**src/rtl/clint_mc_pkg.sv**
```systemverilog
// clint_mc_pkg: CSR addresses, trap instruction encodings, cause codes and FSM states
// shared by the core-local interrupt controller.
package clint_mc_pkg;
   localparam logic [11:0] CSR_MEPC    = 12'h341;
   localparam logic [11:0] CSR_MSTATUS = 12'h300;
   localparam logic [11:0] CSR_MCAUSE  = 12'h342;
   localparam logic [31:0] INST_ECALL  = 32'h0000_0073;
   localparam logic [31:0] INST_EBREAK = 32'h0010_0073;
   localparam logic [31:0] INST_MRET   = 32'h3020_0073;
   localparam int CAUSE_ECALL  = 11;
   localparam int CAUSE_EBREAK = 3;
   localparam int MSTATUS_MIE  = 3;
   localparam int MSTATUS_MPIE = 7;
   typedef enum logic [2:0] {
      S_IDLE, S_MEPC, S_MSTATUS, S_MCAUSE, S_ASSERT, S_MRET_ST, S_MRET_AS
   } state_e;
   function automatic logic [31:0] csr_addr(input logic [11:0] a);
      return {20'h0, a};
   endfunction
endpackage

```
**src/rtl/clint_prio_arb.sv**
```systemverilog
// clint_prio_arb: fixed-priority arbiter, lowest set index wins.
module clint_prio_arb #(
   parameter int NUM_IRQ = 8,
   parameter int IW      = (NUM_IRQ > 1) ? $clog2(NUM_IRQ) : 1
) (
   input  logic [NUM_IRQ-1:0] req_i,
   output logic               valid_o,
   output logic [IW-1:0]      idx_o,
   output logic [NUM_IRQ-1:0] grant_o
);
   assign valid_o = |req_i;
   assign grant_o = req_i & (~req_i + NUM_IRQ'(1));
   always_comb begin
      idx_o = '0;
      for (int i = NUM_IRQ - 1; i >= 0; i--)
         if (req_i[i]) idx_o = IW'(i);
   end
endmodule

```
**src/rtl/clint_mc.sv**
```systemverilog
// clint_mc: core-local interrupt controller; arbitrates traps/interrupts/mret, stalls the
// pipeline, sequences mepc/mstatus/mcause writes and redirects ex to the trap target.
module clint_mc
   import clint_mc_pkg::*;
#(
   parameter int               NUM_IRQ    = 8,
   parameter int               XLEN       = 32,
   parameter logic [NUM_IRQ-1:0] EDGE_MASK = '0,
   parameter int               CAUSE_BASE = 16
) (
   input  logic               clk,
   input  logic               rst,
   input  logic [NUM_IRQ-1:0] int_req,
   input  logic [XLEN-1:0]    id_pc,
   input  logic [31:0]        id_inst,
   input  logic               ex_jump_flag,
   input  logic [XLEN-1:0]    ex_jump_addr,
   input  logic [XLEN-1:0]    csr_mtvec,
   input  logic [XLEN-1:0]    csr_mepc,
   input  logic [XLEN-1:0]    csr_mstatus,
   input  logic [NUM_IRQ-1:0] csr_mie,
   output logic               clint_hold_flag,
   output logic               csr_we,
   output logic [31:0]        csr_waddr,
   output logic [XLEN-1:0]    csr_wdata,
   output logic               int_assert,
   output logic [XLEN-1:0]    int_addr,
   output logic [NUM_IRQ-1:0] int_pending
);
   localparam int IW = (NUM_IRQ > 1) ? $clog2(NUM_IRQ) : 1;

   state_e             state_q;
   logic [NUM_IRQ-1:0] hist_q, pend_q, pend_d, eligible, grant, take;
   logic [IW-1:0]      idx;
   logic               arb_v, idle, is_ecall, is_ebreak, is_mret, sync_ev, async_ev, mret_ev, vec;
   logic [XLEN-1:0]    cause_q, target_q, ms_q, wdata_q, addr_q, code, base, epc;
   logic [31:0]        waddr_q;
   logic               we_q, assert_q;

   clint_prio_arb #(.NUM_IRQ(NUM_IRQ), .IW(IW)) u_arb (
      .req_i   (eligible),
      .valid_o (arb_v),
      .idx_o   (idx),
      .grant_o (grant)
   );

   assign idle      = state_q == S_IDLE;
   assign is_ecall  = id_inst == INST_ECALL;
   assign is_ebreak = id_inst == INST_EBREAK;
   assign is_mret   = id_inst == INST_MRET;
   assign sync_ev   = idle & (is_ecall | is_ebreak);
   assign async_ev  = idle & ~sync_ev & arb_v & csr_mstatus[MSTATUS_MIE];
   assign mret_ev   = idle & is_mret & ~(arb_v & csr_mstatus[MSTATUS_MIE]);
   assign take      = async_ev ? grant : '0;
   // Level sources track the pin; edge sources hold a latched bit where a fresh edge beats the take.
   assign int_pending = (EDGE_MASK & pend_q) | (~EDGE_MASK & int_req);
   assign pend_d      = EDGE_MASK & ((int_req & ~hist_q) | (pend_q & ~take));
   assign eligible    = int_pending & csr_mie;
   assign code = XLEN'(CAUSE_BASE) + XLEN'(idx);
   assign base = {csr_mtvec[XLEN-1:2], 2'b00};
   assign vec  = csr_mtvec[1:0] == 2'b01;
   assign epc  = ex_jump_flag ? (sync_ev ? ex_jump_addr - XLEN'(4) : ex_jump_addr) : id_pc;
   assign clint_hold_flag = sync_ev | async_ev | mret_ev | ~idle;

   assign csr_we     = we_q;
   assign csr_waddr  = waddr_q;
   assign csr_wdata  = wdata_q;
   assign int_assert = assert_q;
   assign int_addr   = addr_q;

   always_ff @(posedge clk) begin
      if (!rst) begin
         state_q  <= S_IDLE;
         hist_q   <= '0;
         pend_q   <= '0;
         cause_q  <= '0;
         target_q <= '0;
         ms_q     <= '0;
         we_q     <= 1'b0;
         waddr_q  <= '0;
         wdata_q  <= '0;
         assert_q <= 1'b0;
         addr_q   <= '0;
      end else begin
         hist_q   <= int_req;
         pend_q   <= pend_d;
         we_q     <= 1'b0;
         waddr_q  <= '0;
         wdata_q  <= '0;
         assert_q <= 1'b0;
         addr_q   <= '0;
         case (state_q)
            S_IDLE: begin
               if (sync_ev | async_ev) begin
                  state_q  <= S_MEPC;
                  we_q     <= 1'b1;
                  waddr_q  <= csr_addr(CSR_MEPC);
                  wdata_q  <= epc;
                  ms_q     <= csr_mstatus;
                  cause_q  <= sync_ev ? (is_ecall ? XLEN'(CAUSE_ECALL) : XLEN'(CAUSE_EBREAK))
                                      : {1'b1, code[XLEN-2:0]};
                  target_q <= (async_ev & vec) ? base + (code << 2) : base;
               end else if (mret_ev) begin
                  state_q <= S_MRET_ST;
                  we_q    <= 1'b1;
                  waddr_q <= csr_addr(CSR_MSTATUS);
                  wdata_q <= {csr_mstatus[XLEN-1:8], 1'b1, csr_mstatus[6:4],
                              csr_mstatus[MSTATUS_MPIE], csr_mstatus[2:0]};
               end
            end
            S_MEPC: begin
               state_q <= S_MSTATUS;
               we_q    <= 1'b1;
               waddr_q <= csr_addr(CSR_MSTATUS);
               wdata_q <= {ms_q[XLEN-1:8], ms_q[MSTATUS_MIE], ms_q[6:4], 1'b0, ms_q[2:0]};
            end
            S_MSTATUS: begin
               state_q <= S_MCAUSE;
               we_q    <= 1'b1;
               waddr_q <= csr_addr(CSR_MCAUSE);
               wdata_q <= cause_q;
            end
            S_MCAUSE: begin
               state_q  <= S_ASSERT;
               assert_q <= 1'b1;
               addr_q   <= target_q;
            end
            S_MRET_ST: begin
               state_q  <= S_MRET_AS;
               assert_q <= 1'b1;
               addr_q   <= csr_mepc;
            end
            default: state_q <= S_IDLE;
         endcase
      end
   end
endmodule
```
**config.mk**
```make
export PLATFORM = sky130hd
export DESIGN_NAME = clint_mc
export DESIGN_NICKNAME = d
export VERILOG_FILES = /design/src/rtl/clint_mc_pkg.sv /design/src/rtl/clint_prio_arb.sv /design/src/rtl/clint_mc.sv
export SDC_FILE = /design/constraint.sdc
export NUM_CORES = 1
export LEC_CHECK = 0
export BUFFER_PORTS_ARGS = -buffer_cell sky130_fd_sc_hd__buf_2
export CORE_ASPECT_RATIO = 1.4
export CORE_MARGIN = 1
export CORE_UTILIZATION = 25
export CTS_CLUSTER_DIAMETER = 120
export CTS_CLUSTER_SIZE = 28
export DETAILED_ROUTE_END_ITERATION = 12
export GPL_TIMING_DRIVEN = 0
export SYNTH_ARGS = -nofsm -noshare
export SYNTH_HDL_FRONTEND = slang
export SYNTH_SLANG_ARGS = --single-unit
```
**constraint.sdc**
```tcl
create_clock -name clk -period 6.4 [get_ports clk]
set_clock_uncertainty 0.05 [all_clocks]
set_input_delay 1.28 -clock clk [delete_from_list [all_inputs] [get_ports clk]]
set_output_delay 1.28 -clock clk [all_outputs]
set_load 0.01 [all_outputs]
```
# After elaboration in Yosys (flattened, before gate mapping)
# Cells that the tools add are included.
# word_totals
mem_bits_ro,0
input_bits,211
n_memories,0
wordCells,69
out_inout_bits,107
latchBits,0
mem_bits_rw,0
ff_bits,197
# classes
shift,0
order_cmp,0
mul,0
mux,27
n_addsub,3
reduce_logical,5
n_eq_ne,9
bitwise_logic,16
div_mod_pow,0
# ops
cell,count
$mux 32,6
$pmux 32 s3,1
$pmux 32 s2,1
$add 32x8->32,1
$eq 32x21->1 const B,1
$eq 32x30->1 const B,1
$eq 32x7->1 const B,1
$sub 32x3->32 const B,1
$mux 3,10
$pmux 10 s3,1
$mux 10,2
$pmux 3 s5,1
$and 1x1->1,8
$and 8x8->8,1
$reduce_or 8->1,1
$add 5x3->6 const A,1
$eq 3x2->1 const B,2
$mux 4,1
$or 1x1->1,4
$reduce_or 2->1,2
$eq 3x1->1 const B,1
$eq 3x3->1 const B,1
$logic_not 3->1,1
$mux 1,3
other kinds (5),7

# Longest topological paths before layout
# depth
word_depth,12
depth_mapped,13

# Hierarchy
# Synthesis repeated with hierarchy kept, for this count alone.
# unflattened
cells_unflattened,914
hier_area_um2,7345.8
# by_module_without_submodules
mod,cells_per_inst,area_per_inst_um2,n_inst
clint_mc,891,7206.9,1
clint_prio_arb,23,138.9,1

# Worst setup path before layout
# OpenSTA, ideal clock, no wires.
# synth_timing
path_type,input port to output port
startpoint,input id_inst[13]
endpoint,output clint_hold_flag
n_path_buf,2
slack_ns,2.170
t_required_ns,5.070
arrival_time_ns,2.900
stages,7
path_cell_list,nor4_1 -> and4_1 -> buf_2 -> nand2_2 -> a21oi_4 -> buf_2 -> or3_1
# synth_via
elab_chain_cells,10
elab_cells_between_ends,14
classes_between,3 x eq/ne; 11 x bitwise
# synth_lines
item,line,source
from (decl),clint_mc.sv:15,"input logic [31:0] id_inst,"
$eq 32x7->1 / $eq 32x21->1 (equally long branches),"clint_mc.sv:48, clint_mc.sv:49",
$or 1x1->1,clint_mc.sv:51,assign sync_ev = idle & (is_ecall | is_ebreak);
$and 1x1->1,clint_mc.sv:51,
$not 1->1,clint_mc.sv:52,assign async_ev = idle & ~sync_ev & arb_v & csr_mstatus[MSTATUS_MIE];
$and 1x1->1 (3 in series),clint_mc.sv:52,
$or 1x1->1,clint_mc.sv:63,assign clint_hold_flag = sync_ev | async_ev | mret_ev | ~idle;
$or 1x1->1 (*) (2 in series),clint_mc.sv:63,
to (decl),clint_mc.sv:22,"output logic clint_hold_flag,"
# Every way passes the cells marked *; elsewhere a longest branch is shown, timed or not.

# Worst setup path after layout
# layout_timing
startpoint,input id_inst[14]
endpoint,output clint_hold_flag
# Same word-level chain as after synthesis.

==> flow_metrics.py <==
metrics = {
    "cts": {
        "clock-sinks": 138,
        "cts_resized": 0,
        "cts_setup_buffers": 0,
        "cts_root_buf": "clkbuf_16",
        "cts_made_buffers": 17,
        "clockBufferDepth": 2,
        "tritoncts": "done",
        "insertion_delay_ns": 0.43,
        "htree_levels": 4,
        "hold_buffers": 0,
        "path_clk_slew_ns": 0.06,
    },
    "pwr": {
        "vdd_ir_drop_max_uv": 183.5,
        "pwr_density_cell_nw_per_um2": 247.3,
        "power_leakage_nw": 4.184,
    },
    "sta": {
        "rsz0062_at_grt": "no",
        "timing.final.crit_share_pct": 81.41,
        "max_freq_ghz": 0.1919,
        "drv_slew": 0,
        "finalSetupViolCount": 0,
        "min_period_ns": 5.210,
        "finalSetupTns_ns": 0,
        "tightestPinTransition_ns": 0.9079,
        "relSlewSlack_pct": 39.34,
        "hold_violations": 0,
    },
    "synthesis": {
        "synth_flop_cell": "dfxtp_1",
        "ys_top_cells_by_area": "dfxtp_1 (38%), a22oi_1 (6.0%), nand2_1 (4.4%)",
        "syn_inst": 846,
        "yosys-top-cells-count": "dfxtp_1 (138), nand2_1 (85), a22oi_1 (58)",
        "syn_avg_cell_area_um2": 8.612,
        "ys_seq_area_share_pct": 37.92,
        "ys_ff_latch": 138,
        "synth_top_area_share_pct": 37.92,
        "synth_area_um2": 7286,
        "yosysWarnings": 0,
        "synth_edf_count": 0,
        "yosysUniqueCellTypes": 68,
        "yosysTopAreaCell": "dfxtp_1",
        "async_flop_share_pct": 0,
        "yosysMostFrequentCell": "dfxtp_1",
    },
    "route": {
        "drtPass1Iterations": 5,
        "wl_per_cell_um": 19.08,
        "num_vias": 7716,
        "ant_nets": 0,
        "drc": 0,
        "wirelength_um": 29980,
        "drtIter0Drc": 310,
        "vias_per_cell": 4.912,
    },
    "floorplanning": {
        "fp.dieH_um": 204.0,
        "pin_count": 318,
        "num_rows": 73,
        "core_area_um2": 28500,
        "dieArea_um2": 29840,
        "die_w_um": 146.3,
        "initial_core_util_pct": 25.57,
    },
    "grt": {
        "grt_overflow": 0,
        "grt_pass1_vias": 7629,
        "grt_pass1_wl_um": 44510,
        "grt_max_degree": 17,
        "grtUsageTotal_pct": 19.96,
        "antenna_found_initial": 2,
    },
    "placed_design": {
        "placed_area_um2": 9299,
        "io_buffers": 289,
        "dp_hpwl_um": 23940,
        "place_congestion": 0.8860,
    },
    "cells_and_area": {
        "nets": 1396,
        "register_area_um2": 2763,
        "fillCellCount": 3013,
        "syn_to_final_growth_pct": 35.43,
        "drive_gt1_share_pct": 32.61,
        "multi_input_area_um2": 4064,
        "stdcell_area_um2": 9867,
    },
    "critical_path": {
        "timing.rr.start": "state_q[2]",
        "cp-end-kind": "output pin",
        "critPathLaunchType": "input port",
        "cp_data_arrival_time_ns": 3.88,
        "startpoint": "id_inst[14]",
        "crit_path_max_fanout": 10,
        "critPathKind": "input port to output pin",
        "rrSetupSlack_ns": 3.17,
        "endpoint": "clint_hold_flag",
        "cp_data_required_time_ns": 5.07,
        "timing.reg2reg.worst_path_depth": 6,
        "r2r_end": "csr_wdata[23]",
    },
    "min_path": {
        "hp-class": "register to register",
        "hold_depth": 2,
    },
    "flow_run": {
        "cap_violations": 0,
    },
    "status": {
        "status": "completed",
    },
}
-- layout make-up --
class,count,area share [%]
Timing Repair Buffer,289,14.66
Antenna cell,3,0.07608
Sequential cell,138,28.00
Clock buffer,20,4.527
Inverter,5,0.1902
Clock inverter,12,1.154
Tap cell,375,4.755
Buffer,97,5.453
Multi-Input combinational cell,632,41.19
-- metal layers --
| metal | GRT usage (%) | wire, um | vias to the layer above |
|---|---|---|---|
| met1 | 21.78 | 11590 | 3615 |
| met4 | 6.659 | 655 | 2 |
| met3 | 4.464 | 1947 | 37 |
| met2 | 37.62 | 15780 | 332 |
| met5 | 0 | 8 | - |
| li1 | - | - | 3730 |
-- state kept, by name, indices dropped and copies added (netlist names) --
name and count:
cause_q 5, csr_waddr 4, csr_wdata 32, int_addr 32
int_assert 1, ms_q 31, state_q 3, target_q 30
-- report_power, final --
| group | total (mW) | internal (mW) | switching (mW) |
|---|---|---|---|
| Clock | 0.979 | 0.551 | 0.428 |
| Combinational | 0.493 | 0.195 | 0.298 |
| Sequential | 0.969 | 0.933 | 0.0365 |
| Total | 2.44 | 1.68 | 0.762 |
-- cells in the final DEF, fill, tap and decap left out, types with 16 or more instances in the layout --
| cell type | n |
|---|---|
| nor2b_1 | 36 |
| nor4_1 | 17 |
| nor2_1 | 38 |
| o22ai_1 | 16 |
| conb_1 | 27 |
| o21ai_0 | 35 |
| nand2_1 | 85 |
| nand3_1 | 17 |
| buf_4 | 37 |
| buf_2 | 299 |
| clkbuf_16 | 17 |
| xor2_1 | 31 |
| a21oi_1 | 46 |
| clkbuf_1 | 48 |
| a21boi_0 | 31 |
| a22oi_1 | 58 |
| dfxtp_1 | 138 |
| nand4_1 | 18 |
-- worst min-delay path by stage --
stage / from / end / slack (ns)
after floorplan: ms_q[30] / ms_q[30] / 0.38
after detailed placement: ms_q[30] / ms_q[30] / 0.40
final: ms_q[27] / ms_q[27] / 0.42
after global placement: ms_q[30] / ms_q[30] / 0.39
after global routing: ms_q[27] / ms_q[27] / 0.44
after CTS: ms_q[24] / ms_q[24] / 0.42
-- logic make-up after synthesis --
logic type | count (synthesis) | synth area share, %
AND/OR/NAND/NOR | 287 | 21.30
AO/OA/AOI/OAI | 255 | 24.85
flip-flops | 138 | 37.92
buffers and inverters | 102 | 7.642
XOR/XNOR | 42 | 5.049
multiplexers | 16 | 2.232
adder cells (fa/ha/maj) | 5 | 0.9617
other | 1 | 0.05147
-- worst max-delay path: stages --
cell and delay (ns):
buf_2 0.10, nor4_1 0.52, and4_1 0.40, buf_2 0.31
nand2_2 0.22, a21oi_4 0.37, buf_2 0.31, or3_1 0.19
buf_2 0.17
-- per-stage QoR --
step	hold slack [ns]	std cells	worst slack, ns	util, %	power, mW
after floorplan	0.3847	872	2.170	-	1.250
after global placement	0.3913	1536	1.171	32.63	1.475
after detailed placement	0.4031	1536	1.153	32.63	1.482
after CTS	0.4188	1568	1.132	34.60	2.470
after global routing	0.4367	1569	1.010	34.61	2.560
final	0.4169	1571	1.190	34.62	2.440
Power figures use the tool's default switching activity.
